==> src/rtl/mem_arbiter.sv <==
// mem_arbiter: two-requester (instruction fetch, load/store data) arbiter and
// sequencer in front of a single Memory access path. Round-robin grant on
// conflict, one outstanding transaction, one-cycle response pulse per port.
module mem_arbiter #(
   parameter int unsigned READ_LATENCY = 1,
   parameter int unsigned ADDR_W       = 16
) (
   input  logic              clk,
   input  logic              rst,
   input  logic              if_req_valid,
   output logic              if_req_ready,
   input  logic [ADDR_W-1:0] if_addr,
   output logic              if_rsp_valid,
   output logic [31:0]       if_rsp_data,
   input  logic              d_req_valid,
   output logic              d_req_ready,
   input  logic              d_req_we,
   input  logic [ADDR_W-1:0] d_addr,
   input  logic [31:0]       d_wdata,
   output logic              d_rsp_valid,
   output logic [31:0]       d_rsp_data,
   output logic              mem_wen,
   output logic              mem_ren,
   output logic [ADDR_W-1:0] mem_waddr,
   output logic [ADDR_W-1:0] mem_raddr,
   output logic [31:0]       mem_wdata,
   input  logic [31:0]       mem_rdata
);

   localparam int unsigned CNT_W = 3;

   typedef enum logic [1:0] {
      ST_IDLE   = 2'd0,
      ST_ACCESS = 2'd1,
      ST_WAIT   = 2'd2,
      ST_RESP   = 2'd3
   } state_t;

   state_t              r_state;
   state_t              w_next_state;
   logic                r_owner_d;     // 1: data port owns the transaction
   logic                r_last_d;      // 1: last grant went to the data port
   logic                r_we;
   logic [ADDR_W-1:0]   r_addr;
   logic [31:0]         r_wdata;
   logic [CNT_W-1:0]    r_cnt;
   logic [31:0]         r_if_rsp_data;
   logic [31:0]         r_d_rsp_data;
   logic                w_grant_if;
   logic                w_grant_d;

   // State register
   always_ff @(posedge clk) begin
      if (rst) begin
         r_state <= ST_IDLE;
      end else begin
         r_state <= w_next_state;
      end
   end

   // Grant decision, next state and all strobes/pulses
   always_comb begin
      w_next_state = r_state;
      w_grant_if   = 1'b0;
      w_grant_d    = 1'b0;
      if_req_ready = 1'b0;
      d_req_ready  = 1'b0;
      mem_wen      = 1'b0;
      mem_ren      = 1'b0;
      if_rsp_valid = 1'b0;
      d_rsp_valid  = 1'b0;
      case (r_state)
         ST_IDLE: begin
            if (if_req_valid && d_req_valid) begin
               w_grant_if = r_last_d;
               w_grant_d  = !r_last_d;
            end else begin
               w_grant_if = if_req_valid;
               w_grant_d  = d_req_valid;
            end
            if_req_ready = w_grant_if;
            d_req_ready  = w_grant_d;
            if (w_grant_if || w_grant_d) begin
               w_next_state = ST_ACCESS;
            end
         end
         ST_ACCESS: begin
            mem_wen      = r_we;
            mem_ren      = !r_we;
            w_next_state = r_we ? ST_RESP : ST_WAIT;
         end
         ST_WAIT: begin
            if (r_cnt == '0) begin
               w_next_state = ST_RESP;
            end
         end
         ST_RESP: begin
            if_rsp_valid = !r_owner_d;
            d_rsp_valid  = r_owner_d;
            w_next_state = ST_IDLE;
         end
         default: w_next_state = ST_IDLE;
      endcase
   end

   // Request latch, latency counter and read-data capture
   always_ff @(posedge clk) begin
      if (rst) begin
         r_owner_d     <= 1'b0;
         r_last_d      <= 1'b0;
         r_we          <= 1'b0;
         r_addr        <= '0;
         r_wdata       <= '0;
         r_cnt         <= '0;
         r_if_rsp_data <= '0;
         r_d_rsp_data  <= '0;
      end else begin
         case (r_state)
            ST_IDLE: begin
               if (w_grant_d) begin
                  r_owner_d <= 1'b1;
                  r_last_d  <= 1'b1;
                  r_we      <= d_req_we;
                  r_addr    <= d_addr;
                  r_wdata   <= d_wdata;
               end else if (w_grant_if) begin
                  r_owner_d <= 1'b0;
                  r_last_d  <= 1'b0;
                  r_we      <= 1'b0;
                  r_addr    <= if_addr;
               end
            end
            ST_ACCESS: begin
               if (!r_we) begin
                  r_cnt <= CNT_W'(READ_LATENCY - 1);
               end
            end
            ST_WAIT: begin
               if (r_cnt == '0) begin
                  if (r_owner_d) begin
                     r_d_rsp_data <= mem_rdata;
                  end else begin
                     r_if_rsp_data <= mem_rdata;
                  end
               end else begin
                  r_cnt <= r_cnt - 1'b1;
               end
            end
            default: begin
            end
         endcase
      end
   end

   assign mem_waddr   = r_addr;
   assign mem_raddr   = r_addr;
   assign mem_wdata   = r_wdata;
   assign if_rsp_data = r_if_rsp_data;
   assign d_rsp_data  = r_d_rsp_data;

endmodule

==> config.mk <==
export PLATFORM = sky130hd
export DESIGN_NAME = mem_arbiter
export DESIGN_NICKNAME = d
export VERILOG_FILES = /design/src/rtl/mem_arbiter.sv
export SDC_FILE = /design/constraint.sdc
export NUM_CORES = 1
export LEC_CHECK = 0
export BUFFER_PORTS_ARGS = -buffer_cell sky130_fd_sc_hd__buf_4
export CORE_ASPECT_RATIO = 0.7
export CORE_MARGIN = 8
export CORE_UTILIZATION = 47
export CTS_BUF_LIST = sky130_fd_sc_hd__clkbuf_8
export CTS_CLUSTER_SIZE = 30
export DETAILED_ROUTE_END_ITERATION = 7
export PLACE_DENSITY_LB_ADDON = 0.25
export SLEW_MARGIN = 15
export SYNTH_ARGS = -nofsm -noshare
export SYNTH_HDL_FRONTEND = slang
export SYNTH_SLANG_ARGS = --single-unit
==> constraint.sdc <==
create_clock -name clk -period 1.9 [get_ports clk]
set_clock_uncertainty 0.2 [all_clocks]
set_input_delay 0.19 -clock clk [delete_from_list [all_inputs] [get_ports clk]]
set_output_delay 0.19 -clock clk [all_outputs]
set_load 0.01 [all_outputs]
==> results.md <==
* Outcome: complete, no violations
* Clock-pin slew on the worst setup and hold paths at around 0.070 ns
* Worst VDD drop at just over 1 mV
* Fraction of synthesis flops using an asynchronous set or reset pin at 0%
* Global-route wire length before repair at approximately 27000 um
* Part of the total power dissipated in combinational logic at around two fifths
* Clock sink count at 119
* Clk pwr share at 27.7%
* Syn_area_per_cell at between 7 and 8 um^2
* Total congestion overflow at 0
* Count of final hold-check violations at 0
* Flops & latches, synth at about 120
* Critical-path cell list: inv_2 > ha_4 > buf_4 > nand2_1 > a21oi_2 > buf_4
* Total setup violations reported at the end of the flow at 0
* Leakage at between 3 and 4 nW
* Number of synthesized flops with an enable pin at 0
* Global-route total usage across every layer at 25.8%
* Critical Path End Type: output pin
* Total standard cell area after synthesis at 4580 um^2
* Dominant cell type by count on the critical path: buf_4
* Warnings from Yosys at 0
* Count of unique library cells instantiated by Yosys at 31
* Ratio of routed vias to standard cells at approximately 5
* Pin count of the biggest net entering global routing at 46
* Wire per inst at 16.9 um
* Clock Tree Buf Depth at 2
* Category of the worst setup path launch point: flop
* Worst path max stage delay at 0.36 ns
* Effective utilization at floorplan at 47.8%
* Placeable core region at 9570 um^2
* Total Negative Setup Slacks at 0 ns
* Router iterations before antenna repair at 5
* Required time of the critical path at ~1.5 ns
* Multi-input combinational cell area at 1880 um^2
* Post-detailed-placement half-perimeter wirelength at ~11000 um
* Most used flip-flop cell after synthesis: dfxtp_1
* Root buffer selected by CTS: clkbuf_8
* Die height at between 90 and 100 um
* Tightest Hold Check Type: flop to flop
* Share of post-route cells with drive strength above 1 at approximately a third
* Detailed-route wire length at 17600 um
* Fraction of the yosys area taken by sequential cells at ~52%
* Worst relative slew slack at 64.4%
* Via count of the first global-routing pass at between 5000 and 6000
* Final Hold Slack at approximately 0.25 ns
* Cell family contributing the most delay on the critical path: flip-flops
* Total power of the final layout at between 0.009 and 0.01 W
* Final period utilization at 99.1%
* Sequential Power Share at roughly a third
* Net Switching at ~0.0033 W
* Final critical-path required period at roughly 1.9 ns
* Width of the die at approximately 130 um
* Slew of the pin with the lowest slew margin at around 0.52 ns
* Power Dens Cells at 1230 nW/um^2
* Die footprint at approximately 13000 um^2
* CTS Buf Count at 17
* Number of standard-cell rows in the floorplan at 30
* Number of placed I/O pins at roughly 240
* Maxcap violations at 0
* Arrival time worst endpoint at roughly 1.5 ns
* Net switching share of the total power at roughly a third
* H-tree levels at 4
* Clock insertion delay at the later pin of the skew report at 0.42 ns
* Area delta synth->final at 74.6%
* Final Slew Violations at 0
* Kind of critical path: flop to output pin
* 1st-iter DRT viols at about 440
* Total DRC errors in the routed layout at 0
* Largest fanout on the critical path at 5
* Number of antenna violations at the first check in global routing at 1
* Number of nets still failing antenna checks after routing at 0
* NumNets Final at 1004
* FILL cells at roughly 540
* Total internal power at 0.00651 W
* Critical path buffers and inverters at 3
* Cell count after synthesis at roughly 580
* Routability congestion estimate from global placement at roughly 0.79
* Count of buffers from port buffering at between 200 and 250
* Vias at roughly 5300
* Library cell contributing the largest single delay on the critical path: dfxtp_4
* Storage cell area at about 2400 um^2
* Max Clock Freq at 0.531 GHz
* CTS tree: yes
* Syn_nets at a little under 700
## cells in the mapped netlist (2+ instances only)
master      n  share of area [%]
a21oi_1    99                 11
nor2_1     23                1.9
buf_2      19                2.1
nor2_2      2               0.27
a311oi_1   17                3.3
inv_1       6               0.49
nand2_1   227                 19
buf_6       3               0.74
inv_2       2               0.16
ha_1        6                1.6
buf_4      20                3.3
nor2b_1     3               0.41
clkbuf_1   13                1.1
mux2i_1     2               0.44
dfxtp_1   119                 52
nand2b_1    2               0.27
## cells in the final DEF, fill, tap and decap left out, types with 2 or more instances in the layout
cell | synthesis | routed
buf_4 | 20 | 246
nand2_1 | 227 | 227
dfxtp_1 | 119 | 116
dlygate4sd3_1 | 0 | 100
a21oi_1 | 99 | 98
nor2_1 | 23 | 23
clkbuf_8 | 0 | 21
a311oi_1 | 17 | 15
buf_12 | 0 | 7
ha_1 | 6 | 5
bufinv_16 | 0 | 5
inv_1 | 6 | 4
inv_2 | 2 | 3
nor2b_1 | 3 | 2
nand2b_1 | 2 | 2
a311oi_2 | 0 | 2
nor2_2 | 2 | 2
mux2i_1 | 2 | 2
clkinvlp_4 | 0 | 2
clkinv_2 | 0 | 2
dfxtp_4 | 0 | 2
## final timing paths
kind	from	to	slack (ns)	depth (start not counted)
setup / recovery	r_state[1]$_SDFFE_PP0P_	if_req_ready	0.02	6
hold / removal	if_rsp_data[24]$_SDFFE_PP0P_	if_rsp_data[24]$_SDFFE_PP0P_	0.25	2
setup reg to reg	r_state[1]$_SDFFE_PP0P_	mem_raddr[12]$_SDFFE_PP0P_	0.12	8
hold reg to reg	if_rsp_data[24]$_SDFFE_PP0P_	if_rsp_data[24]$_SDFFE_PP0P_	0.25	2
## power groups by stage
| stage | clock network [W] | registers [W] | logic, W |
|---|---|---|---|
| finish | 0.00273 | 0.00327 | 0.00383 |
| CTS | 0.00276 | 0.00323 | 0.00362 |
| global route | 0.00287 | 0.00332 | 0.00415 |
| global placement | 0 | 0.00325 | 0.00318 |
| detailed placement | 0 | 0.00328 | 0.00327 |
| floorplan | 0 | 0.00341 | 0.00174 |
## registers in the layout (all words and copies together) (netlist names)
name and flops:
r_we 1, d_rsp_data 32, if_rsp_data 32, r_state 2
r_cnt 3, mem_raddr 16, r_last_d 1, mem_wdata 32
## through the flow
step	instance area, um^2	cells	utilization, %	worst slack (ns)
detailed placement	6370	898	66.5	0.0327
CTS	7930	1034	82.8	0.00141
finish	7990	1039	83.5	0.0172
global placement	6370	898	66.5	0.176
global route	7990	1039	83.5	-0.0330
floorplan	4580	578	-	0.175
## repair_timing
| item | in CTS | in global routing |
|---|---|---|
| endpoints found under the hold margin | 115 | 1 |
| hold buffers | 100 | 1 |
| pin swaps | 0 | 3 |
| setup endpoints to repair | 2 | 30 |
| gates resized for setup | 7 | 12 |
| setup buffers | 3 | 5 |
| gates cloned | 1 | 0 |
## routing by layer
layer	up-vias	global-route usage (%)	share of wire (%)
met5	-	0	0
met4	0	15.3	4.3
met3	67	9.55	8.8
met2	250	46.1	51
met1	2444	25.1	36
li1	2508	-	-
## worst reg2reg max path: cells and delay by family, from the launching register on
kind | cells | cell delay (ns)
buf+inv | 4 | 0.45
fa+ha+maj | 1 | 0.17
simple gates | 2 | 0.21
compound gates | 1 | 0.30
flops | 1 | 0.36
## cells by family (layout without fill, tap and decap cells)
group	after synthesis	count (layout)	share of synthesized area, %
other	0	1	0
DFF	119	119	52.0
adders and majority gates	6	6	1.64
xor gates and xnor gates	2	2	0.383
buffers and inverters	64	396	7.90
and+or+nand+nor	261	261	22.2
muxes	2	2	0.437
AOI/OAI and AO/OA	124	124	15.4
## final cells by class
type,instances,area share [%]
multi-input combinational,395,23.5
inverter,8,0.407
clock buffer,21,3.62
sequential,119,29.9
clock inverter,11,2.41
antenna,1,0.0313
tap,128,2.00
timing repair buffer,356,38.1
No activity file was read; power rests on OpenSTA's default activity.
